File: src/rtl/ramio_arbiter.sv
// ramio_arbiter
// Shares one ramio command port between two requesters (port 0 = core,
// port 1 = secondary master such as DMA or an SD-card loader).
//
// Each requester drives a one-cycle strobe that is latched into a private
// pending slot. A three-state FSM (IDLE -> ISSUE -> WAIT) picks a winner,
// issues the latched command to ramio for exactly one cycle, waits for
// ramio to drop busy, and then frees the owner.
//
// Parameters
//   RoundRobin      : 1 = alternate on contention, 0 = port 0 always wins
//   AddressBitWidth : width of every address bus
//
// Ports
//   clk, rst_n                 : clock and asynchronous active-low reset
//   mN_enable                  : request strobe from requester N
//   mN_read_type/write_type    : ramio command encoding (0 = none)
//   mN_address, mN_data_in     : request address and write data
//   mN_data_out                : read data (shared with both requesters)
//   mN_data_out_ready          : read data valid for requester N
//   mN_busy                    : requester N has a pending/in-flight request
//   ramio_enable               : one-cycle issue strobe to ramio
//   ramio_read_type/write_type : issued command encoding
//   ramio_address, ramio_data_in : issued address and write data
//   ramio_data_out, ramio_data_out_ready : read data return from ramio
//   ramio_busy                 : ramio is executing a command
module ramio_arbiter #(
   parameter int RoundRobin      = 1,
   parameter int AddressBitWidth = 32
) (
   input  logic                       clk,
   input  logic                       rst_n,

   input  logic                       m0_enable,
   input  logic [2:0]                 m0_read_type,
   input  logic [1:0]                 m0_write_type,
   input  logic [AddressBitWidth-1:0] m0_address,
   input  logic [31:0]                m0_data_in,
   output logic [31:0]                m0_data_out,
   output logic                       m0_data_out_ready,
   output logic                       m0_busy,

   input  logic                       m1_enable,
   input  logic [2:0]                 m1_read_type,
   input  logic [1:0]                 m1_write_type,
   input  logic [AddressBitWidth-1:0] m1_address,
   input  logic [31:0]                m1_data_in,
   output logic [31:0]                m1_data_out,
   output logic                       m1_data_out_ready,
   output logic                       m1_busy,

   output logic                       ramio_enable,
   output logic [2:0]                 ramio_read_type,
   output logic [1:0]                 ramio_write_type,
   output logic [AddressBitWidth-1:0] ramio_address,
   output logic [31:0]                ramio_data_in,
   input  logic [31:0]                ramio_data_out,
   input  logic                       ramio_data_out_ready,
   input  logic                       ramio_busy
);

   typedef enum logic [1:0] {
      ST_IDLE  = 2'd0,
      ST_ISSUE = 2'd1,
      ST_WAIT  = 2'd2
   } state_t;

   // One latched request per port.
   typedef struct packed {
      logic                       valid;
      logic [2:0]                 read_type;
      logic [1:0]                 write_type;
      logic [AddressBitWidth-1:0] address;
      logic [31:0]                data;
   } pend_t;

   localparam int PendWidth = $bits(pend_t);
   localparam bit RrEnable  = (RoundRobin != 0);

   state_t state_r;
   logic   owner_r;        // port currently holding ramio
   logic   last_grant_r;   // port served most recently
   logic   wait_first_r;   // first WAIT cycle, ramio_busy not yet trustworthy
   pend_t  pend0_r;
   pend_t  pend1_r;

   logic   cap0_s;
   logic   cap1_s;
   logic   winner_s;
   pend_t  win_cmd_s;

   // Build a valid pending entry from a requester's command fields.
   function automatic pend_t make_pend(
      input logic [2:0]                 rt,
      input logic [1:0]                 wt,
      input logic [AddressBitWidth-1:0] addr,
      input logic [31:0]                data
   );
      pend_t p;
      p.valid      = 1'b1;
      p.read_type  = rt;
      p.write_type = wt;
      p.address    = addr;
      p.data       = data;
      return p;
   endfunction

   // Strobes are only accepted while the port is idle; a strobe during busy is dropped.
   always_comb begin
      cap0_s = m0_enable & ~m0_busy;
      cap1_s = m1_enable & ~m1_busy;
   end

   // Winner selection among valid pending entries.
   always_comb begin
      winner_s = 1'b0;
      if (pend0_r.valid && pend1_r.valid) begin
         if (RrEnable) begin
            // On contention the port that was not served last goes next.
            winner_s = ~last_grant_r;
         end else begin
            winner_s = 1'b0;
         end
      end else if (pend1_r.valid) begin
         winner_s = 1'b1;
      end else begin
         winner_s = 1'b0;
      end
      // win_cmd_s.valid doubles as "any request pending".
      win_cmd_s = winner_s ? pend1_r : pend0_r;
   end

   // Read data is broadcast; ready is steered to the current owner only.
   always_comb begin
      m0_data_out       = ramio_data_out;
      m1_data_out       = ramio_data_out;
      m0_data_out_ready = ramio_data_out_ready & ~owner_r & (state_r != ST_IDLE);
      m1_data_out_ready = ramio_data_out_ready &  owner_r & (state_r != ST_IDLE);
   end

   // Request capture, arbitration FSM and registered command/busy outputs.
   always_ff @(posedge clk or negedge rst_n) begin
      if (!rst_n) begin
         state_r          <= ST_IDLE;
         owner_r          <= 1'b0;
         last_grant_r     <= 1'b1;   // makes port 0 win the first tie
         wait_first_r     <= 1'b0;
         pend0_r          <= {PendWidth{1'b0}};
         pend1_r          <= {PendWidth{1'b0}};
         m0_busy          <= 1'b0;
         m1_busy          <= 1'b0;
         ramio_enable     <= 1'b0;
         ramio_read_type  <= 3'b000;
         ramio_write_type <= 2'b00;
         ramio_address    <= {AddressBitWidth{1'b0}};
         ramio_data_in    <= 32'h0000_0000;
      end else begin
         // A capturing port is never the owner, so these never collide with
         // the owner's valid-clear or busy-clear below.
         if (cap0_s) begin
            pend0_r <= make_pend(m0_read_type, m0_write_type, m0_address, m0_data_in);
            m0_busy <= 1'b1;
         end else begin
            pend0_r <= pend0_r;
         end
         if (cap1_s) begin
            pend1_r <= make_pend(m1_read_type, m1_write_type, m1_address, m1_data_in);
            m1_busy <= 1'b1;
         end else begin
            pend1_r <= pend1_r;
         end

         case (state_r)
            ST_IDLE: begin
               if (win_cmd_s.valid && !ramio_busy) begin
                  owner_r          <= winner_s;
                  ramio_enable     <= 1'b1;
                  ramio_read_type  <= win_cmd_s.read_type;
                  ramio_write_type <= win_cmd_s.write_type;
                  ramio_address    <= win_cmd_s.address;
                  ramio_data_in    <= win_cmd_s.data;
                  state_r          <= ST_ISSUE;
               end else begin
                  ramio_enable     <= 1'b0;
               end
            end

            ST_ISSUE: begin
               // Command fields stay put; only the strobe drops.
               ramio_enable <= 1'b0;
               wait_first_r <= 1'b1;
               state_r      <= ST_WAIT;
               if (owner_r) begin
                  pend1_r.valid <= 1'b0;
               end else begin
                  pend0_r.valid <= 1'b0;
               end
            end

            ST_WAIT: begin
               // ramio raises busy one cycle after the strobe, so the first
               // WAIT cycle ignores it.
               if (wait_first_r) begin
                  wait_first_r <= 1'b0;
               end else if (!ramio_busy) begin
                  last_grant_r <= owner_r;
                  state_r      <= ST_IDLE;
                  if (owner_r) begin
                     m1_busy <= 1'b0;
                  end else begin
                     m0_busy <= 1'b0;
                  end
               end else begin
                  state_r <= ST_WAIT;
               end
            end

            default: begin
               ramio_enable <= 1'b0;
               state_r      <= ST_IDLE;
            end
         endcase
      end
   end

endmodule

File: config.mk
export PLATFORM = sky130hd
export DESIGN_NAME = ramio_arbiter
export DESIGN_NICKNAME = d
export VERILOG_FILES = /design/src/rtl/ramio_arbiter.sv
export SDC_FILE = /design/constraint.sdc
export NUM_CORES = 1
export LEC_CHECK = 0
export ABC_AREA = 1
export CELL_PAD_IN_SITES_DETAIL_PLACEMENT = 1
export CELL_PAD_IN_SITES_GLOBAL_PLACEMENT = 2
export CORE_MARGIN = 1.5
export CORE_UTILIZATION = 26
export DETAILED_ROUTE_END_ITERATION = 8
export HOLD_SLACK_MARGIN = 0.02
export PLACE_DENSITY_LB_ADDON = 0.1
export SLEW_MARGIN = 20
export SYNTH_ARGS = -nofsm -noshare
export SYNTH_HDL_FRONTEND = slang
export SYNTH_SLANG_ARGS = --single-unit
File: constraint.sdc
create_clock -name clk -period 1.8 [get_ports clk]
set_input_delay 0.36 -clock clk [delete_from_list [all_inputs] [get_ports clk]]
set_output_delay 0.36 -clock clk [all_outputs]
set_load 0.01 [all_outputs]
==> impl_metrics.json, run 1 <==
{
  "status": "finished, final reports clean",
  "cts.clk_slew.worst_paths_ns": 0.06,
  "finalWorstSetupSlack_ns": 0.07279,
  "final_nets": 1487,
  "grt_use_total_pct": 16.11,
  "drt_wl_total_mm": 30.21,
  "pwr-share-seq_pct": 40.0,
  "cp_max_fo": 3,
  "wire_per_inst_um": 16.86,
  "cts_htree_levels": 1,
  "avgSynthCellArea_um2": 8.286,
  "cts-root-buf": "clkbuf_16",
  "grt_max_degree": 72,
  "die_h_um": 195.3,
  "ys_ff_latch": 217,
  "synth_area_mm2": 0.009612,
  "peakVddDrop_v": 0.0007679,
  "postSynthCellCount": 1160,
  "antenna_found_initial": 2,
  "first_global_vias": 8385,
  "drt-pass1-iter-count": 6,
  "clock_skew_ns": 0.01116,
  "worstPathArrival_ns": 1.37,
  "fin_crit_ns": 1.727,
  "fillers": 4267,
  "core_area_mm2": 0.03652,
  "initial_utilization_pct": 26.32,
  "dp_slack_ns": -0.1159,
  "fin_tns_setup_ns": 0,
  "layout_commonest_cell": "nand2_1",
  "worst-setup-path-type": "flop to output pin",
  "cts_buffers": 27,
  "p_comb_share_pct": 33.3,
  "grt_setup_unrepaired": "true",
  "period_share_pct": 95.96,
  "p_switching_mw": 6.936,
  "setup_violations": 0,
  "io_pins": 314,
  "ff2ff_path_depth": 8,
  "cp-start-kind": "flop",
  "ant_nets": 0,
  "endpoint_kind": "output pin",
  "vias": 7860,
  "fmax_ghz": 0.5790,
  "die_x_um": 195.3,
  "drv_cap": 0,
  "ys_warn_count": 0,
  "place.gp.congestion": 0.7032,
  "fin_cells": 1792,
  "dp_hpwl_mm": 19.57,
  "clock_path_buffers": 3,
  "finalPower_mw": 20.15,
  "syn_nets": 1340,
  "grt_overflow": 0,
  "power_density_mw_per_mm2": 1565,
  "grt_pass1_wl_mm": 48.42,
  "area_growth_pct": 33.95,
  "viasPerCell": 4.386,
  "hold_viol_final": 0,
  "placedCellCount": 1744,
  "dieArea_mm2": 0.03813,
  "p_clk_share_pct": 26.7,
  "drc": 0,
  "final_cell_mix": "nand2_1 (430), dfrtp_1 (215), clkdlybuf4s50_1 (141)",
  "tightest_slew_ns": 0.4172,
  "worst_slew_margin_rel_pct": 72.19,
  "insertion_delay_ns": 0.53,
  "p_int_mw": 13.21,
  "slew_violations": 0,
  "hold_path.class": "input pin to asynchronous set/reset pin",
  "drtIter0Drc": 234,
  "seq_area_frac_synth_pct": 56.51,
  "ys_types": 20,
  "p_sw_share_pct": 34.43,
  "leakagePower_nw": 6.745,
  "port-buffer-count": 217,
  "drive_gt1_share_pct": 6.500,
  "cts_sinks": 217,
  "utilization_pct": 35.25,
  "cts_tree": "built",
  "required_ns": 1.44,
  "rows": 70
}
-- power by group through the flow --
stage | combinational, mW | sequential [mW] | clock [mW]
after floorplan | 3.89 | 8.23 | 0
after global placement | 7.16 | 8.15 | 0
after detailed placement | 7.27 | 8.18 | 0
after CTS | 6.94 | 8.10 | 5.58
after global routing | 7.75 | 8.35 | 5.75
final | 6.71 | 8.06 | 5.38
-- sequential cells by signal, summed over array words and instances (netlist names), 2 cells and up --
register          count
ramio_write_type      2
ramio_read_type       3
ramio_address        32
ramio_data_in        32
pend1_r              70
pend0_r              70
state_r               2
-- path summary, 6_finish.rpt --
kind,startpoint,endpoint,slack [ns]
worst max-delay path,state_r[1],m0_data_out_ready,0.07
worst min-delay path,rst_n,pend0_r[58],0.28
worst max register to register,state_r[0],m0_busy,0.23
worst min register to register,pend0_r[61],pend0_r[61],0.47
max in group asynchronous,rst_n,pend1_r[39],0.89
min in group clk,m0_enable,pend0_r[63],0.35
-- worst max-delay path: stages, from the launching register on --
cell and delay [ns]:
dfrtp_1 0.36, inv_2 0.06, ha_4 0.18, nor3_2 0.09
buf_2 0.15
-- cells by family after synthesis --
kind of cell | synth area share (%)
flops | 56.51
fa+ha+maj | 0.5207
buf+inv | 11.52
compound gates | 7.837
simple gates | 23.61
-- final cells by class --
cell class	instances	area, µm²	share of cell area (%)
Multi-Input combinational cell	731	3138	24.37
Clock buffer	43	835.8	6.492
Antenna cell	1	2.502	0.01944
Timing Repair Buffer	248	2535	19.69
Inverter	82	307.8	2.391
Clock inverter	2	37.54	0.2915
Sequential cell	217	5433	42.20
Tap cell	468	585.6	4.548
-- what timing repair did --
action                                 4_1_cts  5_1_grt
hold buffers                                 1        0
buffers inserted                             1        0
resized for setup                           76       12
pin swaps                                    3        1
endpoints found under the hold margin      113        0
setup endpoints to repair                   64       11
-- stage by stage --
step	hold slack (ns)	instance area (µm²)
floorplan	0.06441	9612
global placement	0.2429	12010
detailed placement	0.2383	12010
CTS	0.2650	12840
global route	0.2771	12870
finish	0.2813	12870
-- cells in the mapped netlist (all sizes together) --
library cell	instances	area share (%)
nand2	433	17
buf	102	7.2
dfrtp	216	56
dfstp	1	0.27
o211ai	1	0.13
nor3	3	0.16
clkbuf	28	1.1
o21ai	73	3.8
inv	82	3.2
nand3	72	3.7
ha	4	0.52
o21a	1	0.078
nor2	71	2.8
a21oi	72	3.7
a22oi	1	0.078
-- metal layers --
layer | part of all wire, % | GRT usage [%]
met1 | 47 | 21.92
met2 | 46 | 26.46
met3 | 5.1 | 3.385
met4 | 1.8 | 3.244
met5 | 0.056 | 0
Power figures use the tool's default switching activity.
==> inputs of run 2 (changes only) <==
- SETUP_SLACK_MARGIN: default -> 0.15
==> run 2 against run 1 <==
Register-to-register slack better by 0.08 ns. Flip-flop and latch count is the same. Critical path depth stayed put. Die area is the same. Wire length is essentially flat. Hold slack improved by 0.00057 ns. Setup slack better by 0.0074 ns. First-iteration DRC count unchanged. Utilization fell by 0.055 points. Highest routed layer unchanged.
==> impl_metrics.json, run 2 (synthesized netlist as in run 1, its figures left out) <==
{
  "status": "finished, final reports clean",
  "final_nets": 1489,
  "cts_htree_levels": 1,
  "insertion_delay_ns": 0.53,
  "period_share_pct": 95.55,
  "cp-start-kind": "flop",
  "grt_max_degree": 72,
  "port-buffer-count": 217,
  "cp_max_fo": 3,
  "holdWs_ns": 0.2818,
  "cts_buffers": 27,
  "finalWorstSetupSlack_ns": 0.08019,
  "startpoint": "state_r[1]",
  "vias": 7865,
  "grt_pass1_wl_mm": 48.47,
  "wl_met1_mm": 14.20,
  "die_x_um": 195.3,
  "cts.clk_slew.worst_paths_ns": 0.06,
  "fmax_ghz": 0.5815,
  "fillers": 4273,
  "top_layer": "met5",
  "ant_nets": 0,
  "grt_overflow": 0,
  "power_density_mw_per_mm2": 1565,
  "drt-pass1-iter-count": 4,
  "first_global_vias": 8405,
  "grt_setup_unrepaired": "true",
  "clock_skew_ns": 0.01095,
  "fin_tns_setup_ns": 0,
  "drc": 0,
  "required_ns": 1.44,
  "grt_use_total_pct": 16.13,
  "drt_wl_total_mm": 30.20,
  "drtIter0Drc": 234,
  "finalPower_mw": 20.12,
  "dieArea_mm2": 0.03813,
  "wl_met3_mm": 1.531,
  "rows": 70,
  "area_growth_pct": 33.74,
  "worstPathArrival_ns": 1.36,
  "r2r-start": "state_r[0]",
  "leakagePower_nw": 6.652,
  "cts-root-buf": "clkbuf_16",
  "io_pins": 314,
  "slew_violations": 0,
  "layout_commonest_cell": "nand2_1",
  "hold_viol_final": 0,
  "endpoint_kind": "output pin",
  "reg.largest.list": "pend0_r: 70 flops, pend1_r: 70 flops",
  "cts_tree": "built",
  "utilization_pct": 35.20,
  "hold_path.class": "input pin to asynchronous set/reset pin",
  "wire_per_inst_um": 16.83,
  "core_area_mm2": 0.03652,
  "worst_slew_margin_rel_pct": 72.05,
  "cts_sinks": 217,
  "tightest_slew_ns": 0.4193,
  "clock_path_buffers": 3,
  "drv_cap": 0,
  "fin_crit_ns": 1.720,
  "setup_violations": 0,
  "worst-setup-path-type": "flop to output pin",
  "final_cell_mix": "nand2_1 (430), dfrtp_1 (215), clkdlybuf4s50_1 (141)",
  "peakVddDrop_v": 0.0007672,
  "place.gp.congestion": 0.7032,
  "antenna_found_initial": 2,
  "die_h_um": 195.3,
  "initial_utilization_pct": 26.32,
  "dp_slack_ns": -0.1159,
  "wl_met2_mm": 13.92,
  "viasPerCell": 4.384,
  "dp_hpwl_mm": 19.57,
  "drive_gt1_share_pct": 6.792
}
[run 2: per-stage QoR]
stage          area (µm²)  instances
6_report            12850       1794
4_1_cts             12840       1792
5_1_grt             12850       1793
3_5_place_dp        12010       1744
2_1_floorplan        9612       1160
3_3_place_gp        12010       1744
[run 2: timing repair]
item                       in CTS  in global routing
gates resized for setup        87                  5
hold buffers                    1                  0
hold endpoints to repair      113                  0
pin swaps                       3                  1
setup endpoints to repair      74                  6
buffers inserted                2                  1
[run 2: final cells by class]
type / instances / area, µm² / share of cell area, %
Multi-Input combinational cell: 731 / 3143 / 24.45
Clock buffer: 43 / 835.8 / 6.502
Sequential cell: 217 / 5433 / 42.26
Clock inverter: 2 / 37.54 / 0.2920
Antenna cell: 1 / 2.502 / 0.01947
Inverter: 82 / 307.8 / 2.394
Timing Repair Buffer: 250 / 2510 / 19.53
Tap cell: 468 / 585.6 / 4.555
[run 2: worst max-delay path, stage by stage (launching register included)]
cell,delay (ns)
dfrtp_1,0.36
inv_2,0.06
ha_4,0.17
nor3_2,0.09
buf_2,0.15
[run 2: path summary, 6_finish.rpt]
kind                       slack [ns]  depth (start not counted)                 to
max in group asynchronous        0.89                          3        pend1_r[39]
min                              0.28                          2        pend0_r[58]
min in group clk                 0.35                          4        pend0_r[63]
max                              0.08                          4  m0_data_out_ready
max reg2reg                      0.31                          8   ramio_data_in[9]
min reg2reg                      0.47                          2        pend0_r[61]
[run 2: metal layers]
metal,vias up,GRT usage (%)
met5,-,0
met3,34,3.402
met2,149,26.48
met4,2,3.244
met1,3837,21.93
li1,3843,-
[run 2: where the power goes]
part / switching, mW / internal (mW) / leakage, nW / total (mW)
combinational: 3.82 / 2.86 / 3.65 / 6.68
sequential: 1.02 / 7.04 / 2.57 / 8.06
clock: 2.10 / 3.28 / 0.426 / 5.38
